**config.mk**
```make
export PLATFORM = sky130hd
export DESIGN_NAME = out_hex_uart_flat
export DESIGN_NICKNAME = d
export VERILOG_FILES = /design/src/rtl/out_hex_uart_if.sv /design/src/rtl/out_hex_uart.sv /design/src/flat_wrapper.sv
export SDC_FILE = /design/constraint.sdc
export NUM_CORES = 1
export LEC_CHECK = 0
export CORE_ASPECT_RATIO = 1.1
export CORE_MARGIN = 3
export CORE_UTILIZATION = 45
export DETAILED_ROUTE_END_ITERATION = 8
export GPL_ROUTABILITY_DRIVEN = 0
export GPL_TIMING_DRIVEN = 0
export PLACE_DENSITY = 0.6
export SLEW_MARGIN = 15
export SYNTH_ARGS = -nofsm -noshare
export SYNTH_HDL_FRONTEND = slang
export SYNTH_SLANG_ARGS = --single-unit
```
**constraint.sdc**
```tcl
create_clock -name clk -period 4.5 [get_ports clk]
set_input_delay 1.35 -clock clk [delete_from_list [all_inputs] [get_ports clk]]
set_output_delay 1.35 -clock clk [all_outputs]
set_load 0.1 [all_outputs]
```
**src/rtl/out_hex_uart_if.sv**
```systemverilog
// Producer-side word handshake for out_hex_uart.
//   out_valid : producer presents a word (CPU OUT instruction)
//   out_data  : 16-bit word to print
//   out_ready : consumer can accept a word this cycle
// master = producer (CPU), slave = out_hex_uart.
interface out_hex_uart_if;
    logic        out_valid;
    logic [15:0] out_data;
    logic        out_ready;

    modport master (
        output out_valid,
        output out_data,
        input  out_ready
    );

    modport slave (
        input  out_valid,
        input  out_data,
        output out_ready
    );
endinterface

```
**src/rtl/out_hex_uart.sv**
```systemverilog
// out_hex_uart: buffers 16-bit words in a small FIFO and prints each one on an
// 8N1 UART line as four lowercase hex digits followed by a newline (0x0A).
//   clk      : system clock, rising edge
//   reset    : asynchronous, active-high reset
//   out_if   : word handshake (slave side); out_ready depends on registered count only
//   tx       : UART serial output, idle high, driven straight from a flop
//   busy     : FIFO non-empty or a character in flight
//   overflow : sticky, set when a presented word had to be dropped
module out_hex_uart #(
    parameter int unsigned CLKS_PER_BIT = 16,
    parameter int unsigned FIFO_DEPTH   = 8
) (
    input  logic          clk,
    input  logic          reset,
    out_hex_uart_if.slave out_if,
    output logic          tx,
    output logic          busy,
    output logic          overflow
);

    localparam int unsigned PtrW = $clog2(FIFO_DEPTH);
    localparam int unsigned CntW = (CLKS_PER_BIT > 1) ? $clog2(CLKS_PER_BIT) : 1;
    localparam logic [CntW-1:0] BaudMax  = CntW'(CLKS_PER_BIT - 1);
    localparam logic [PtrW:0]   FifoFull = (PtrW + 1)'(FIFO_DEPTH);

    typedef enum logic [2:0] {
        StIdle,
        StLoad,
        StStart,
        StData,
        StStop
    } state_e;

    // ------------------------------------------------------------------
    // Word FIFO
    // ------------------------------------------------------------------
    logic [15:0]     mem_q [FIFO_DEPTH];
    logic [PtrW-1:0] wr_ptr_q, wr_ptr_d;
    logic [PtrW-1:0] rd_ptr_q, rd_ptr_d;
    logic [PtrW:0]   count_q, count_d;
    logic            overflow_q, overflow_d;
    logic            fifo_ready;
    logic            push;
    logic            pop;
    logic [15:0]     head;

    // Ready comes from the registered count alone, so a pop on a full cycle
    // does not open the door until the next cycle.
    assign fifo_ready       = (count_q < FifoFull);
    assign out_if.out_ready = fifo_ready;
    assign push             = out_if.out_valid & fifo_ready;
    assign head             = mem_q[rd_ptr_q];

    always_comb begin
        wr_ptr_d   = wr_ptr_q;
        rd_ptr_d   = rd_ptr_q;
        count_d    = count_q;
        overflow_d = overflow_q;
        if (push) begin
            wr_ptr_d = wr_ptr_q + PtrW'(1);
        end
        if (pop) begin
            rd_ptr_d = rd_ptr_q + PtrW'(1);
        end
        unique case ({push, pop})
            2'b10:   count_d = count_q + (PtrW + 1)'(1);
            2'b01:   count_d = count_q - (PtrW + 1)'(1);
            default: count_d = count_q;
        endcase
        if (out_if.out_valid && !fifo_ready) begin
            overflow_d = 1'b1;
        end
    end

    // Storage is not reset; only pointers and count are.
    always_ff @(posedge clk) begin
        if (push) begin
            mem_q[wr_ptr_q] <= out_if.out_data;
        end
    end

    always_ff @(posedge clk or posedge reset) begin
        if (reset) begin
            wr_ptr_q   <= '0;
            rd_ptr_q   <= '0;
            count_q    <= '0;
            overflow_q <= 1'b0;
        end else begin
            wr_ptr_q   <= wr_ptr_d;
            rd_ptr_q   <= rd_ptr_d;
            count_q    <= count_d;
            overflow_q <= overflow_d;
        end
    end

    // ------------------------------------------------------------------
    // Hex formatter and UART transmitter
    // ------------------------------------------------------------------
    state_e          state_q, state_d;
    logic [15:0]     hold_q, hold_d;
    logic [2:0]      idx_q, idx_d;
    logic [7:0]      shift_q, shift_d;
    logic [CntW-1:0] baud_q, baud_d;
    logic [2:0]      bit_q, bit_d;
    logic            tx_q, tx_d;
    logic            baud_done;
    logic [3:0]      nibble;
    logic [7:0]      char_byte;

    assign baud_done = (baud_q == BaudMax);

    always_comb begin
        nibble = 4'h0;
        unique case (idx_q)
            3'd0:    nibble = hold_q[15:12];
            3'd1:    nibble = hold_q[11:8];
            3'd2:    nibble = hold_q[7:4];
            3'd3:    nibble = hold_q[3:0];
            default: nibble = 4'h0;
        endcase
        if (idx_q == 3'd4) begin
            char_byte = 8'h0a;
        end else if (nibble < 4'd10) begin
            char_byte = 8'h30 + {4'h0, nibble};
        end else begin
            // 'a' - 10 = 0x57, keeps digits a-f lowercase.
            char_byte = 8'h57 + {4'h0, nibble};
        end
    end

    // tx_d is computed alongside the state so tx changes on the very edge
    // that enters each bit period, and stays a pure flop output.
    always_comb begin
        state_d = state_q;
        hold_d  = hold_q;
        idx_d   = idx_q;
        shift_d = shift_q;
        baud_d  = baud_q;
        bit_d   = bit_q;
        tx_d    = tx_q;
        pop     = 1'b0;
        unique case (state_q)
            StIdle: begin
                tx_d = 1'b1;
                if (count_q != '0) begin
                    pop     = 1'b1;
                    hold_d  = head;
                    idx_d   = 3'd0;
                    state_d = StLoad;
                end
            end
            StLoad: begin
                shift_d = char_byte;
                baud_d  = '0;
                tx_d    = 1'b0;
                state_d = StStart;
            end
            StStart: begin
                if (baud_done) begin
                    baud_d  = '0;
                    bit_d   = 3'd0;
                    tx_d    = shift_q[0];
                    state_d = StData;
                end else begin
                    baud_d = baud_q + CntW'(1);
                end
            end
            StData: begin
                if (baud_done) begin
                    baud_d = '0;
                    if (bit_q == 3'd7) begin
                        tx_d    = 1'b1;
                        state_d = StStop;
                    end else begin
                        bit_d   = bit_q + 3'd1;
                        shift_d = {1'b0, shift_q[7:1]};
                        tx_d    = shift_q[1];
                    end
                end else begin
                    baud_d = baud_q + CntW'(1);
                end
            end
            StStop: begin
                if (baud_done) begin
                    baud_d = '0;
                    if (idx_q < 3'd4) begin
                        idx_d   = idx_q + 3'd1;
                        state_d = StLoad;
                    end else begin
                        state_d = StIdle;
                    end
                end else begin
                    baud_d = baud_q + CntW'(1);
                end
            end
            default: begin
                tx_d    = 1'b1;
                state_d = StIdle;
            end
        endcase
    end

    always_ff @(posedge clk or posedge reset) begin
        if (reset) begin
            state_q <= StIdle;
            hold_q  <= '0;
            idx_q   <= '0;
            shift_q <= '0;
            baud_q  <= '0;
            bit_q   <= '0;
            tx_q    <= 1'b1;
        end else begin
            state_q <= state_d;
            hold_q  <= hold_d;
            idx_q   <= idx_d;
            shift_q <= shift_d;
            baud_q  <= baud_d;
            bit_q   <= bit_d;
            tx_q    <= tx_d;
        end
    end

    assign tx       = tx_q;
    assign busy     = (state_q != StIdle) || (count_q != '0);
    assign overflow = overflow_q;

endmodule

```
**src/flat_wrapper.sv**
```systemverilog
// flat-port wrapper written by rule: the top's interface ports become plain ports
module out_hex_uart_flat 
#(
    parameter int unsigned CLKS_PER_BIT = 16,
    parameter int unsigned FIFO_DEPTH   = 8
)
  (clk, reset, tx, busy, overflow, out_if_out_valid, out_if_out_data, out_if_out_ready);
  out_hex_uart_if out_if_i ();
  input  logic clk;
  input  logic reset;
  output logic tx;
  output logic busy;
  output logic overflow;
  input wire logic [$bits(out_if_i.out_valid)-1:0] out_if_out_valid;
  input wire logic [$bits(out_if_i.out_data)-1:0] out_if_out_data;
  output wire logic [$bits(out_if_i.out_ready)-1:0] out_if_out_ready;
  assign out_if_i.out_valid = out_if_out_valid;
  assign out_if_i.out_data = out_if_out_data;
  assign out_if_out_ready = out_if_i.out_ready;
  out_hex_uart #(.CLKS_PER_BIT(CLKS_PER_BIT), .FIFO_DEPTH(FIFO_DEPTH)) u_core (.clk(clk), .reset(reset), .out_if(out_if_i), .tx(tx), .busy(busy), .overflow(overflow));
endmodule
```
==> After elaboration in Yosys (flattened, before gate mapping) <==
Memories as Yosys holds them, arrays and structs flattened. A register that Yosys moved wholly into a read port is not among the register bits.
Index checks and enable logic that the tools add are counted.
Widths: inputs -> output; s select.
{ "op_classes": {"add_sub_neg": 9, "mul": 0, "n_div": 0, "n_lt_le_gt_ge": 3, "eq_ne": 19, "n_shift": 0, "mux": 32, "n_bitwise": 2, "n_reduce_logical": 19} }
{ "op_table": {"columns": ["op", "n"], "rows": [
  ["$mux 3", 11],
  ["$mux 8", 4],
  ["$pmux 4 s2", 2],
  ["$pmux 4 s4", 1],
  ["$pmux 8 s2", 1],
  ["$pmux 3 s5", 1],
  ["$add 3x1->3 const B", 4],
  ["$eq 3x2->1 const B", 4],
  ["$ne 2x1->1 const B", 6],
  ["$pmux 3 s2", 2],
  ["$reduce_bool 2->1", 5],
  ["$eq 3x3->1 const B", 3],
  ["$add 4x1->4 const B", 2],
  ["$add 7x4->8 const A", 1],
  ["$lt 4x4->1 const B", 2],
  ["$mux 1", 8],
  ["$reduce_and 4->1", 2],
  ["$add 6x4->7 const A", 1],
  ["$eq 3x1->1 const B", 2],
  ["$logic_not 3->1", 2],
  ["$reduce_and 3->1", 2],
  ["$reduce_and 5->1", 1],
  ["$eq 4x4->1 const B", 1],
  ["$mux 4", 1],
  ["other kinds (15)", 15]
]} }
{ "totals": {"register_bits": 33, "latch_bits": 0, "ram_bits": 128, "romBits": 0, "in_bits": 19, "out_inout_bits": 4, "memories": 1} }
{ "mem_list": {"columns": ["memory", "words", "word_bits", "read_ports", "rd_clocked_by_memory_dff", "write_ports", "line_no", "source"], "rows": [
  ["u_core.mem_q", 8, 16, 1, 1, 1, "out_hex_uart.sv:37", "logic [15:0] mem_q [FIFO_DEPTH];"]
]} }

==> Logic depth before layout (Yosys ltp) <==
{ "depth": {"ltp_word": 6, "mapped_depth": 12, "ltp_nobuf": 10} }

==> Least setup slack after synthesis <==
Ideal clock, no wire load.
{ "synth_timing": {"path_kind": "in2reg", "from": "input out_if_out_valid", "to": "memory u_core.mem_q[1][0], enable pin", "setup_time_ps": 409, "t_arrival_ps": 2967, "path_slack_ps": 1124, "cell_stages": 3, "n_path_buf": 0, "path_cell_list": "nor2b_1 > nand2_1 > nor3_1"} }
{ "synth_between": {"elab_chain_cells": 3} }
{ "synth_lines": {"columns": ["element", "line_no", "source"], "rows": [
  ["start, declared", "flat_wrapper.sv:14", "input wire logic [$bits(out_if_i.out_valid)-1:0] out_if_out_valid;"],
  ["$and 1x1->1", "out_hex_uart.sv:51", "assign push = out_if.out_valid & fifo_ready;"],
  ["$mux 1", "out_hex_uart.sv:77", "if (push) begin"],
  ["$mux 1 (implied by the code)", "out_hex_uart.sv:78", "mem_q[wr_ptr_q] <= out_if.out_data;"],
  ["end, declared", "out_hex_uart.sv:37", null]
]} }
No other way between the ends.

==> Worst setup path after layout <==
{ "layout_timing": {"from": "register u_core.count_q[1]", "to": "output busy"} }
{ "layout_between": {"elab_chain_cells": 2} }
{ "layout_lines": {"columns": ["element", "line_no", "source"], "rows": [
  ["start, declared", "out_hex_uart.sv:40", "logic [PtrW:0] count_q, count_d;"],
  ["start signal, assigned", "out_hex_uart.sv:91", "count_q <= count_d;"],
  ["$reduce_bool 4->1", "out_hex_uart.sv:224", "assign busy = (state_q != StIdle) || (count_q != '0);"],
  ["$logic_or 1x1->1", "out_hex_uart.sv:224", null],
  ["end, declared", "flat_wrapper.sv:12", "output logic busy;"]
]} }
No other way between the ends.

==> summary.md <==
| Metric | Value |
|---|---|
| Post-CTS Hold Buffers | `0` |
| Gr usage total | `0.170` |
| Most common cell after layout, fill and taps aside | `edfxtp_1` |
| WS Path Type | `flip-flop to output pin` |
| CTS H-tree depth | `4` |
| FP Rows | `48` |
| Vias/cell | `5.61` |
| Setup crit start kind | `flip-flop` |
| Compound-cell area share of the yosys netlist | `0.0744` |
| Worst VDD drop | `0.000336 V` |
| Syn avg cell area | `15.6 sq um` |
| Initial Util | `0.467` |
| CTS buffer count | `17` |
| Grt ovf | `0` |
| Asr flop ratio synth | `0.273` |
| Global-route wire length before repair | `23,400 um` |
| Worst hold path class | `flip-flop to flip-flop` |
| Post-CTS Repair Setup Buffers | `0` |
| Worst-path clk slew | `0.06 ns` |
| DIE AREA | `18,200 sq um` |
| Multi-input gate area | `2270 sq um` |
| Area occupied by registers | `5050 sq um` |
| F_max | `0.255 GHz` |
| Vias in the first global route | `4,249` |
| Mux contribution to synthesized area | `0.127` |
| Status | `finished, final reports clean` |
| Post-DP HPWL | `9860 um` |
| Most frequent cells in the layout | `128 x edfxtp_1, 47 x dfrtp_1, 37 x nor2_1` |
| Starting DRC count in detailed routing | `243` |
| Area growth, synth to finish | `15.8%` |
| Yosys warns | `0` |
| Synth Flop Type | `edfxtp_1` |
| CTS Sinks | `176` |
| Arrival @ worst endpoint | `2.57 ns` |
| Setup violators final | `0` |
| Post-synth EDFFs | `128` |
| Die X | `129 um` |
| Core Region | `16,000 sq um` |
| CTS resizes | `0` |
| Port Buffer Count | `22` |
| DIE HEIGHT | `141 um` |
| Final Skew | `0.0103 ns` |
| Synthesized net count | `512` |
| Drt drc | `0` |
| Post-Route WL | `14,300 um` |
| Max-cap violations | `0` |
| Post-route ant nets | `0` |
| Initial antenna violation count | `0` |
| Max-slew violations | `0` |
| CTS tree | `built` |
| Post-Synth Simple-Gate Area | `0.0632` |
| Share of cells above drive strength 1 | `0.214` |
| Via count | `4,168` |
| Worst skew pair latency | `0.42 ns` |
| Leak pwr | `3.06 nW` |
| CP required | `3.15 ns` |
| # fillers | `1,305` |
| RSZ-0062 raised after global routing | `no` |
| Crit path max fanout | `3` |
| Mapped cell area | `7470 sq um` |
| Seq cells post-synth | `176` |
| Layout Nets | `564` |
| Synthesized-area fraction occupied by xor and xnor cells | `0.0106` |
| ANT cells | `0` |
| Netlist cell types | `55` |
| Pin count of the biggest net entering global routing | `33` |
| Final Hold Vio Count | `0` |
| Maximum root-to-sink buffer count | `2` |
| IO Pins | `23` |
| Area share of fa/ha/maj cells after synthesis | `0.0261` |
| Setup TNS | `0 ns` |
| Largest family of logic cells by synthesized area | `multiplexers` |
| Pwr/cell area | `429 nW/um^2` |
| Period utilisation layout | `0.871` |
| Total chip power | `0.00371 W` |
| Minimum clock period | `3.92 ns` |
| First-pass DRT Iterations | `5` |
| CP endpoint kind | `output pin` |
| Sequential area share after synthesis | `0.676` |
| Root Driver | `clkbuf_16` |
| Slew HR | `0.353` |
| Wire length per cell | `19.3 um` |
| Measured slew at the worst slew-check pin | `0.967 ns` |
| Cells after synthesis | `478` |
==> state kept, by name, indices dropped and copies added (netlist names), 4 cells and up <==
signal and flops:
u_core.count_q 4, u_core.shift_q 7, u_core.hold_q 16, u_core.baud_q 4, u_core.mem_q 128
==> where the power goes <==
part	leakage, nW	switching [W]	internal, W	total [W]
Clock	0.269	0.000639	0.000723	0.00136
Combinational	1.07	0.000236	0.000154	0.000389
Sequential	1.71	0.0000665	0.00189	0.00196
==> per-layer routing <==
| metal | track usage | vias to the layer above | wire length, um |
|---|---|---|---|
| met2 | 0.281 | 72 | 7270 |
| li1 | - | 1937 | - |
| met4 | 0.0525 | 0 | 274 |
| met3 | 0.0337 | 16 | 400 |
| met5 | 0 | - | 0 |
| met1 | 0.229 | 2143 | 6390 |
==> cells by family (layout without fill, tap and decap cells) <==
logic type	after synthesis	in the layout
XOR/XNOR	9	9
multiplexers	54	54
AND/OR/NAND/NOR	99	99
buffers and inverters	38	103
flip-flops	176	176
adder cells (fa/ha/maj)	15	15
AO/OA/AOI/OAI	87	87
==> final timing paths <==
path / from / end / slack [ns] / depth (start not counted)
setup / recovery: u_core.count_q[1]$_DFFE_PP0P_ / busy / 0.58 / 4
hold reg to reg: u_core.overflow$_DFFE_PP0P_ / u_core.overflow$_DFFE_PP0P_ / 0.46 / 1
setup reg to reg: u_core.state_q[1]$_DFFE_PP0P_ / u_core.count_q[3]$_DFFE_PP0P_ / 1.76 / 12
hold / removal: u_core.overflow$_DFFE_PP0P_ / u_core.overflow$_DFFE_PP0P_ / 0.46 / 1
max in group asynchronous: reset / u_core.hold_q[1]$_DFFE_PP0P_ / 2.76 / 3
min in group asynchronous: reset / u_core.baud_q[2]$_DFFE_PP0P_ / 1.24 / 2
==> synth_stat cells (3+ instances only) <==
| library cell | n | area [sq um] |
|---|---|---|
| nor3_1 | 5 | 25.0 |
| dfrtp_1 | 47 | 1180 |
| a211oi_1 | 4 | 30.0 |
| nor2_1 | 43 | 161 |
| nand2b_1 | 5 | 31.3 |
| clkbuf_1 | 6 | 22.5 |
| o21ai_1 | 9 | 45.0 |
| a22oi_1 | 3 | 22.5 |
| a21oi_1 | 33 | 165 |
| mux2i_1 | 18 | 180 |
| nand3_1 | 5 | 25.0 |
| mux4_2 | 32 | 721 |
| inv_1 | 14 | 52.6 |
| a21o_1 | 4 | 30.0 |
| xor2_1 | 4 | 35.0 |
| o21ai_0 | 7 | 35.0 |
| buf_4 | 5 | 37.5 |
| edfxtp_1 | 128 | 3840 |
| nand2_1 | 25 | 93.8 |
| a31oi_1 | 3 | 18.8 |
| xnor2_1 | 5 | 43.8 |
| a22o_1 | 4 | 35.0 |
| nand3b_1 | 3 | 22.5 |
| ha_1 | 14 | 175 |
| buf_2 | 10 | 50.1 |
==> per-stage QoR <==
step                worst slack, ns  area [sq um]  std cells   util  hold WS (ns)
finish                        0.581          8650        743  0.542         0.459
global route                  0.445          8650        743  0.542         0.469
CTS                           0.561          8650        743  0.542         0.469
detailed placement            0.809          8100        711  0.507         0.451
global placement             -0.602          7940        700  0.497         0.438
floorplan                      1.12          7470        478      -         0.444
==> layout make-up <==
| type | instances | share of cell area |
|---|---|---|
| Timing Repair Buffer | 33 | 0.0408 |
| Inverter | 16 | 0.00694 |
| Buffer | 22 | 0.0133 |
| Clock inverter | 15 | 0.0149 |
| Clock buffer | 17 | 0.0492 |
| Tap cell | 200 | 0.0289 |
| Multi-Input combinational cell | 264 | 0.263 |
| Sequential cell | 176 | 0.583 |
==> critical path: stages, from the launching register on <==
cell	delay, ns
dfrtp_1	0.40
or4_4	0.56
nor2_1	0.14
nand2_1	0.08
clkdlybuf4s50_1	0.97
(Power assumes the default switching activity.)
